[src/rtl/aqp_esp_uart_pkg.sv]
// Shared definitions for the ESP32 UART link: transmit FSM states and
// frame/FIFO constants used by the transmitter and its FIFO.
package aqp_esp_uart_pkg;

  // Transmit FSM states; the encoding is fixed so the state can be probed.
  typedef enum logic [1:0] {
    ST_IDLE  = 2'd0,
    ST_START = 2'd1,
    ST_DATA  = 2'd2,
    ST_STOP  = 2'd3
  } tx_state_e;

  // FIFO occupancy at or above which almost_full is raised.
  localparam int unsigned ALMOST_FULL_THRESH = 32'd8;

  // 8N1 frame: one start bit, eight data bits, one stop bit.
  localparam int unsigned FRAME_BITS = 32'd10;
  localparam int unsigned DATA_BITS  = FRAME_BITS - 32'd2;

endpackage

[src/rtl/aqp_esp_uart_tx_if.sv]
// CPU-side write port of the ESP UART transmitter: byte push plus
// FIFO/activity status back to the register logic.
interface aqp_esp_uart_tx_if;

  logic [7:0] wrdata;
  logic       wr_en;
  logic       full;
  logic       almost_full;
  logic       empty;
  logic       busy;

  // Register logic side: pushes bytes, watches status.
  modport master (
    output wrdata,
    output wr_en,
    input  full,
    input  almost_full,
    input  empty,
    input  busy
  );

  // Transmitter side: accepts bytes, reports status.
  modport slave (
    input  wrdata,
    input  wr_en,
    output full,
    output almost_full,
    output empty,
    output busy
  );

endinterface

[src/rtl/aqp_esp_uart_txfifo.sv]
// Byte FIFO for the UART transmitter. Wrapping indices, one slot kept
// free so full/empty are distinguishable; head byte is presented
// combinationally (first-word-fall-through). Flags come straight from
// the registered indices.
module aqp_esp_uart_txfifo
  import aqp_esp_uart_pkg::*;
#(
  parameter int unsigned DEPTH_LOG2 = 4
) (
  input  logic       clk,
  input  logic       rst,
  input  logic [7:0] wr_data,
  input  logic       wr_en,
  input  logic       rd_en,
  output logic [7:0] rd_data,
  output logic       empty,
  output logic       full,
  output logic       almost_full
);

  localparam int unsigned SLOTS = 32'd1 << DEPTH_LOG2;
  localparam logic [DEPTH_LOG2-1:0] IDX_ONE  = (DEPTH_LOG2)'(32'd1);
  localparam logic [DEPTH_LOG2:0]   AF_LEVEL = (DEPTH_LOG2 + 1)'(ALMOST_FULL_THRESH);

  logic [7:0]            mem_r [SLOTS];
  logic [DEPTH_LOG2-1:0] wr_idx_r;
  logic [DEPTH_LOG2-1:0] rd_idx_r;
  logic [DEPTH_LOG2-1:0] count_s;
  logic                  push_s;
  logic                  pop_s;

  // A push while full is dropped regardless of a simultaneous pop.
  assign push_s      = wr_en && !full;
  assign pop_s       = rd_en && !empty;
  assign count_s     = wr_idx_r - rd_idx_r;
  assign empty       = (wr_idx_r == rd_idx_r);
  assign full        = ((wr_idx_r + IDX_ONE) == rd_idx_r);
  assign almost_full = ({1'b0, count_s} >= AF_LEVEL);
  assign rd_data     = mem_r[rd_idx_r];

  // Advance write/read indices on accepted push/pop.
  always_ff @(posedge clk or posedge rst) begin
    if (rst) begin
      wr_idx_r <= {DEPTH_LOG2{1'b0}};
      rd_idx_r <= {DEPTH_LOG2{1'b0}};
    end else begin
      if (push_s) begin
        wr_idx_r <= wr_idx_r + IDX_ONE;
      end
      if (pop_s) begin
        rd_idx_r <= rd_idx_r + IDX_ONE;
      end
    end
  end

  // Storage array; contents are don't-care until written.
  always_ff @(posedge clk) begin
    if (push_s) begin
      mem_r[wr_idx_r] <= wr_data;
    end
  end

endmodule

[src/rtl/aqp_esp_uart_tx.sv]
// Transmit half of the host-to-ESP32 UART link. Bytes pushed by the
// register logic are queued in a small FIFO and sent as 8N1 frames,
// LSB first, with a new frame only started while the ESP asserts CTS.
// BAUD_DIV (clocks per bit) must be at least 2.
module aqp_esp_uart_tx
  import aqp_esp_uart_pkg::*;
#(
  parameter int unsigned BAUD_DIV   = 16,
  parameter int unsigned DEPTH_LOG2 = 4
) (
  input  logic               clk,
  input  logic               rst,
  aqp_esp_uart_tx_if.slave   bus,
  input  logic               cts_n,
  output logic               uart_txd
);

  localparam int unsigned CNT_W = $clog2(BAUD_DIV);
  localparam logic [CNT_W-1:0] BAUD_LOAD = (CNT_W)'(BAUD_DIV - 32'd1);
  localparam logic [CNT_W-1:0] BAUD_ONE  = (CNT_W)'(32'd1);
  localparam logic [CNT_W-1:0] BAUD_ZERO = {CNT_W{1'b0}};
  localparam logic [2:0]       LAST_BIT  = 3'(DATA_BITS - 32'd1);

  tx_state_e        state_r, state_d;
  logic [CNT_W-1:0] baud_r, baud_d;
  logic [2:0]       bit_r, bit_d;
  logic [7:0]       shift_r, shift_d;
  logic             txd_r, txd_d;
  logic             cts_meta_r, cts_sync_r;
  logic             cts_ok_s;
  logic             pop_s;
  logic [7:0]       head_s;
  logic             fifo_empty_s;
  logic             fifo_full_s;
  logic             fifo_af_s;

  aqp_esp_uart_txfifo #(
    .DEPTH_LOG2 (DEPTH_LOG2)
  ) u_txfifo (
    .clk         (clk),
    .rst         (rst),
    .wr_data     (bus.wrdata),
    .wr_en       (bus.wr_en),
    .rd_en       (pop_s),
    .rd_data     (head_s),
    .empty       (fifo_empty_s),
    .full        (fifo_full_s),
    .almost_full (fifo_af_s)
  );

  assign cts_ok_s        = !cts_sync_r;
  assign uart_txd        = txd_r;
  assign bus.empty       = fifo_empty_s;
  assign bus.full        = fifo_full_s;
  assign bus.almost_full = fifo_af_s;
  assign bus.busy        = (state_r != ST_IDLE) || !fifo_empty_s;

  // Two-flop synchroniser for cts_n; preset so the link starts "not clear".
  always_ff @(posedge clk or posedge rst) begin
    if (rst) begin
      cts_meta_r <= 1'b1;
      cts_sync_r <= 1'b1;
    end else begin
      cts_meta_r <= cts_n;
      cts_sync_r <= cts_meta_r;
    end
  end

  // FSM state, baud/bit counters, shifter and the registered pin level.
  always_ff @(posedge clk or posedge rst) begin
    if (rst) begin
      state_r <= ST_IDLE;
      baud_r  <= BAUD_ZERO;
      bit_r   <= 3'd0;
      shift_r <= 8'h00;
      txd_r   <= 1'b1;
    end else begin
      state_r <= state_d;
      baud_r  <= baud_d;
      bit_r   <= bit_d;
      shift_r <= shift_d;
      txd_r   <= txd_d;
    end
  end

  // Next-state/datapath logic; CTS is only consulted when a frame starts.
  always_comb begin
    state_d = state_r;
    baud_d  = baud_r;
    bit_d   = bit_r;
    shift_d = shift_r;
    pop_s   = 1'b0;
    txd_d   = 1'b1;

    case (state_r)
      ST_IDLE: begin
        if (!fifo_empty_s && cts_ok_s) begin
          pop_s   = 1'b1;
          shift_d = head_s;
          baud_d  = BAUD_LOAD;
          state_d = ST_START;
        end else begin
          state_d = ST_IDLE;
        end
      end

      ST_START: begin
        if (baud_r == BAUD_ZERO) begin
          baud_d  = BAUD_LOAD;
          bit_d   = 3'd0;
          state_d = ST_DATA;
        end else begin
          baud_d  = baud_r - BAUD_ONE;
        end
      end

      ST_DATA: begin
        if (baud_r == BAUD_ZERO) begin
          shift_d = {1'b0, shift_r[7:1]};
          bit_d   = bit_r + 3'd1;
          baud_d  = BAUD_LOAD;
          if (bit_r == LAST_BIT) begin
            state_d = ST_STOP;
          end else begin
            state_d = ST_DATA;
          end
        end else begin
          baud_d  = baud_r - BAUD_ONE;
        end
      end

      ST_STOP: begin
        if (baud_r == BAUD_ZERO) begin
          // Chain straight into the next start bit when possible.
          if (!fifo_empty_s && cts_ok_s) begin
            pop_s   = 1'b1;
            shift_d = head_s;
            baud_d  = BAUD_LOAD;
            state_d = ST_START;
          end else begin
            state_d = ST_IDLE;
          end
        end else begin
          baud_d  = baud_r - BAUD_ONE;
        end
      end

      default: begin
        state_d = ST_IDLE;
        baud_d  = BAUD_ZERO;
        bit_d   = 3'd0;
      end
    endcase

    // Pin level is taken from the next state so it changes on the same
    // edge as the state and leaves the chip from a flop.
    case (state_d)
      ST_IDLE:  txd_d = 1'b1;
      ST_START: txd_d = 1'b0;
      ST_DATA:  txd_d = shift_d[0];
      ST_STOP:  txd_d = 1'b1;
      default:  txd_d = 1'b1;
    endcase
  end

endmodule

[src/flat_wrapper.sv]
// flat-port wrapper written by rule: the top's interface ports become plain ports
module aqp_esp_uart_tx_flat import aqp_esp_uart_pkg::*;
#(
  parameter int unsigned BAUD_DIV   = 16,
  parameter int unsigned DEPTH_LOG2 = 4
)
  (clk, rst, cts_n, uart_txd, bus_wrdata, bus_wr_en, bus_full, bus_almost_full, bus_empty, bus_busy);
  aqp_esp_uart_tx_if bus_i ();
  input  logic clk;
  input  logic rst;
  input  logic cts_n;
  output logic uart_txd;
  input wire logic [$bits(bus_i.wrdata)-1:0] bus_wrdata;
  input wire logic [$bits(bus_i.wr_en)-1:0] bus_wr_en;
  output wire logic [$bits(bus_i.full)-1:0] bus_full;
  output wire logic [$bits(bus_i.almost_full)-1:0] bus_almost_full;
  output wire logic [$bits(bus_i.empty)-1:0] bus_empty;
  output wire logic [$bits(bus_i.busy)-1:0] bus_busy;
  assign bus_i.wrdata = bus_wrdata;
  assign bus_i.wr_en = bus_wr_en;
  assign bus_full = bus_i.full;
  assign bus_almost_full = bus_i.almost_full;
  assign bus_empty = bus_i.empty;
  assign bus_busy = bus_i.busy;
  aqp_esp_uart_tx #(.BAUD_DIV(BAUD_DIV), .DEPTH_LOG2(DEPTH_LOG2)) u_core (.clk(clk), .rst(rst), .bus(bus_i), .cts_n(cts_n), .uart_txd(uart_txd));
endmodule
[config.mk]
export PLATFORM = sky130hd
export DESIGN_NAME = aqp_esp_uart_tx_flat
export DESIGN_NICKNAME = d
export VERILOG_FILES = /design/src/rtl/aqp_esp_uart_pkg.sv /design/src/rtl/aqp_esp_uart_tx_if.sv /design/src/rtl/aqp_esp_uart_txfifo.sv /design/src/rtl/aqp_esp_uart_tx.sv /design/src/flat_wrapper.sv
export SDC_FILE = /design/constraint.sdc
export NUM_CORES = 1
export LEC_CHECK = 0
export ABC_AREA = 1
export CELL_PAD_IN_SITES_DETAIL_PLACEMENT = 1
export CELL_PAD_IN_SITES_GLOBAL_PLACEMENT = 1
export CORE_ASPECT_RATIO = 0.5
export CORE_MARGIN = 5
export CORE_UTILIZATION = 44
export DETAILED_ROUTE_END_ITERATION = 7
export PLACE_DENSITY = 0.76
export SKIP_LAST_GASP = 1
export SLEW_MARGIN = 20
export SYNTH_ARGS = -nofsm -noshare
export SYNTH_HDL_FRONTEND = slang
export SYNTH_SLANG_ARGS = --single-unit
[constraint.sdc]
create_clock -name clk -period 6.1 [get_ports clk]
set_clock_uncertainty 0.2 [all_clocks]
set_input_delay 1.22 -clock clk [delete_from_list [all_inputs] [get_ports clk]]
set_output_delay 1.22 -clock clk [all_outputs]
set_load 0.05 [all_outputs]
# Yosys cells after proc, flatten, opt, wreduce, memory -nomap -nowiden
# Memory sizes are Yosys's and may differ from the RTL's.
# Index checks and enable logic that the tools add are counted.
# op_classes
reduce_logical,17
n_eq_ne,12
mux,23
add_sub_neg,5
magnitude_cmp,1
# ops
cell,count
8-bit 2-to-1 mux,3
8-bit one-hot mux with 3 select lines,1
4-bit 2-to-1 mux,3
4-bit one-hot mux with 3 select lines,1
"4-bit by 1-bit adder with 4-bit output, second input constant",2
"2-bit equality test, second input constant",4
4-bit equality test,2
2-bit one-hot mux with 4 select lines,1
1-bit 2-to-1 mux,6
2-bit 2-to-1 mux,3
3-bit 2-to-1 mux,2
"2-bit by 1-bit inequality test with 1-bit output, second input constant",3
3-bit one-hot mux with 2 select lines,1
3-bit AND reduction,2
"2-bit by 1-bit equality test with 1-bit output, second input constant",2
"4-bit >= comparator, second input constant",1
2-bit zero test,2
4-bit zero test,1
2-bit nonzero test,2
2-bit OR reduction,2
"4-bit by 1-bit subtractor with 4-bit output, second input constant",1
4-bit subtractor,1
"3-bit by 1-bit adder with 3-bit output, second input constant",1
"3-bit equality test, second input constant",1
other kinds (6),10
# word_totals
memories,1
mem_bits_rw,128
ff_bits,28
output_inout_bits,5
# memory_table
memory,words,word_bits,read_ports,rd_clocked_by_memory_dff,write_ports,line_no,source
u_core.u_txfifo.mem_r,16,8,1,0,1,aqp_esp_uart_txfifo.sv:25,logic [7:0] mem_r [SLOTS];

# Longest topological paths before layout
# logic_depth
word_depth,9
mapped_depth,16
depth_no_buf,13

# Modules after synthesis
# Synthesis repeated with hierarchy kept, for this count alone.
# unflattened
cells_unflattened,683
area_unflattened_um2,7243.2
# by_module_without_submodules
mod,instances,area_per_inst_um2,seq_area_each_um2,cells_each
aqp_esp_uart_txfifo,1,5987.0,4043.9,527
aqp_esp_uart_tx,1,1256.2,504.2,156

# Least setup slack after synthesis
# Ideal clock, no wire load.
# synth_path
path_type,reg-to-output
startpoint,register u_core.u_txfifo.rd_idx_r[2]
endpoint,output port bus_almost_full
t_arrival_ps,2039
n_path_buf,1
path_slack_ps,2641
stages_incl_launch_ff,7
path_cell_list,dfrtp_1 clkinv_1 buf_2 ha_1 nand2_1 o21ai_0 xor2_1
# synth_via
elab_chain_len,2
# synth_lines
item,line_no,source
from (decl),aqp_esp_uart_txfifo.sv:27,logic [DEPTH_LOG2-1:0] rd_idx_r;
from (signal assigned),aqp_esp_uart_txfifo.sv:45,rd_idx_r <= {DEPTH_LOG2{1'b0}};
from (signal assigned),aqp_esp_uart_txfifo.sv:51,rd_idx_r <= rd_idx_r + IDX_ONE;
4-bit subtractor,aqp_esp_uart_txfifo.sv:35,assign count_s = wr_idx_r - rd_idx_r;
4-bit >= comparator,aqp_esp_uart_txfifo.sv:38,"assign almost_full = ({1'b0, count_s} >= AF_LEVEL);"
to (decl),flat_wrapper.sv:16,output wire logic [$bits(bus_i.almost_full)-1:0] bus_almost_full;
# Every way passes these cells.

# Worst setup path in the final report
# layout_path
startpoint,register u_core.u_txfifo.rd_idx_r[1]
endpoint,output port bus_almost_full
# The elaborated chain is that of the path after synthesis.

==> metrics.md <==
| Metric | Value |
|---|---|
| Status | completed |
| Max Fclk | 0.215 GHz |
| Placeable Area | 15500 sq um |
| Initial antenna violation count | 0 |
| Post-synth top area cell | edfxtp_1 |
| Register area share after synthesis | 65.3% |
| Hold Vio Cnt, Final | 0 |
| Yosys Warn Count | 0 |
| CTS root buffer | clkbuf_16 |
| Number of global-route vias before repair | 5043 |
| Initial Utilization | 45.0% |
| WP data required | 4.68 ns |
| Slew @ Worst Pin | 0.891 ns |
| Max-Cap Viols | 0 |
| Final Cycle Share | 76.4% |
| Delay-heaviest family, CP | buffers and inverters |
| Synth Flop Type | edfxtp_1 |
| Post-Syn Area | 6960 sq um |
| CTS buffer count | 17 |
| Dpl cells | 837 |
| Die ar. | 18600 sq um |
| Design area | 7840 sq um |
| Worst setup EP type | output pin |
| Most common cell in the netlist | edfxtp_1 |
| Die W | 188 um |
| Fillcell total | 1638 |
| Slowest-stage cell, CP | clkdlybuf4s50_1 |
| Max incr delay on CP | 0.84 ns |
| Setup Crit Path Kind | flop to output pin |
| Post-synth EDFFs | 128 |
| Netlist cell types | 36 |
| Post-CTS resize count | 0 |
| DP Area | 7260 sq um |
| # rows | 32 |
| Ys async rst share | 17.9% |
| Setup bufs post-CTS | 0 |
| Crit path buffers/inverters | 3 |
| Detail Route Antenna Nets | 0 |
| H-tree depth | 4 |
| Final setup violation count | 0 |
| Mapped Cells | 639 |
| Largest net degree at the start of global routing | 67 |
| HPWL after DPL | 10700 um |
| Die H | 98.9 um |
| GR Util All Layers | 19.5% |
| Top post-synthesis cells by area | edfxtp_1 (55%), dfrtp_1 (9.0%), nor2_1 (6.8%) |
| Worst VDD drop | 0.000191 V |
| First-pass GRT wire length | 27700 um |
| Post-synth top cells | edfxtp_1 (128), nor2_1 (126), nand2_1 (71), o21ai_0 (69), nand3_1 (55) |
| Min-Delay Path Class | flop to flop |
| Hold Buf Count CTS | 0 |
| DR iter-0 viols | 373 |
| Synth-to-Final Area Change | 12.7% |
| Total wire length | 17400 um |
| TritonCTS clock tree | yes |
| N_diodes | 0 |
| Syn avg cell area | 10.9 sq um |
| Final Non-Filler Cells | 869 |
| Synth top area share | 55.2% |
| Gpl congestion | 0.812 |
| WL/cell | 20.0 um |
| Via Count | 4795 |
| CTS Sinks | 156 |
| # DRC | 0 |
| Multi-input gate area | 2060 sq um |
| IO Count | 17 |
| RSZ-0062 raised after global routing | false |
| Post-DR vias/cell | 5.52 |
| Syn Nets | 669 |
| Global route overflow | 0 |
| Worst skew pair latency | 0.44 ns |
| Min cycle time layout | 4.66 ns |
| Critical-path cell list | buf_4, inv_2, ha_1, nand2_1, o21ai_0, xor2_1, clkdlybuf4s50_1 |
| Register clock-pin slew on the reported worst setup and hold paths | 0.07 ns |
| First drt pass iteration count | 5 |
| TNS Setup | 0 ns |
| Bufs on Longest Clock Path | 2 |
| Fin. max-slew vios | 0 |
| Power Density | 352 nW/um^2 |
| Port buffer count | 16 |
| Layout cell share with drive strength beyond 1 | 8.12% |
| Layout Nets | 682 |
| Max-slew headroom | 40.4% |
| Crit-path max FO | 37 |
| CP Launch Type | flop |
| Leakage | 2.87 nW |
| Data arrival, critical path | 3.24 ns |
| Flops & latches, synth | 156 |
| FF/Latch Area | 4550 sq um |
-- power by group --
part           total, W  internal (W)  switching [W]
registers       0.00130       0.00126      0.0000406
clock network   0.00106      0.000551       0.000505
logic          0.000404      0.000109       0.000295
-- placed cells by master, fill, tap and decap left out, drive strengths merged, types with 3 or more instances in the layout --
cell type and count:
nand2 75, nor2 127, o211ai 11, clkdlybuf4s50 16, xor2 8, buf 5
a21oi 19, edfxtp 128, dfrtp 25, clkbuf 17, clkinv 4, xnor2 3
dfstp 3, ha 18, inv 62, nand3 56, o21ai 77
-- flip-flops by register name, summed over array words and instances (netlist names) --
register / flops
u_core.u_txfifo.wr_idx_r: 4
u_core.state_r: 2
u_core.cts_meta_r: 1
u_core.baud_r: 4
u_core.uart_txd: 1
u_core.cts_sync_r: 1
u_core.bit_r: 3
u_core.u_txfifo.rd_idx_r: 4
u_core.shift_r: 8
u_core.u_txfifo.mem_r: 128
-- cells by family after synthesis --
kind of cell	share of synthesized area (%)
mux	0.144
simple gates	16.0
xor+xnor	1.49
fa+ha+maj	3.24
compound gates	8.77
flops	65.3
buf+inv	5.05
-- path summary, 6_finish.rpt --
path                                             start                            to  slack, ns  cells past startpoint
max                        u_core.u_txfifo.rd_idx_r[1]               bus_almost_full       1.44                      7
min reg2reg                          u_core.cts_meta_r             u_core.cts_sync_r       0.16                      0
max in group asynchronous                          rst               u_core.uart_txd       4.43                      3
min in group asynchronous                          rst              u_core.baud_r[2]       0.95                      3
min                                  u_core.cts_meta_r             u_core.cts_sync_r       0.16                      0
max reg2reg                u_core.u_txfifo.rd_idx_r[1]  u_core.u_txfifo.mem_r[14][1]       2.78                     10
-- area by class of cell --
class                           instances  area share, %
Multi-Input combinational cell        405           26.3
Clock buffer                           17           5.42
Inverter                               51           2.50
Tap cell                              204           3.25
Timing Repair Buffer                   21           2.52
Clock inverter                         15           2.03
Sequential cell                       156           58.0
-- layer usage --
metal	GRT usage (%)	vias up	routed length (um)
met5	0	-	0
met2	32.5	130	8420
li1	-	2224	-
met4	4.74	0	210
met1	25.7	2420	7720
met3	5.13	21	1020
-- worst reg2reg max path, stage by stage (launching register included) --
cell,delay [ns]
dfrtp_1,0.36
buf_4,0.25
inv_2,0.57
a21oi_1,0.14
o21ai_0,0.11
nor2_1,0.07
nand2_1,0.09
nand2_2,0.10
inv_2,0.12
nand2_1,0.22
nor2_1,0.72
-- per-stage QoR --
step	util [%]	hold WS (ns)	total power, W	setup WS, ns
global placement	47.0	0.148	0.00170	1.88
detailed placement	47.0	0.151	0.00172	1.89
CTS	50.8	0.161	0.00278	1.41
floorplan	-	0.145	0.00157	2.64
global route	50.8	0.168	0.00287	1.26
finish	50.8	0.159	0.00276	1.44
Note: power is estimated with default switching activity, not from simulation.
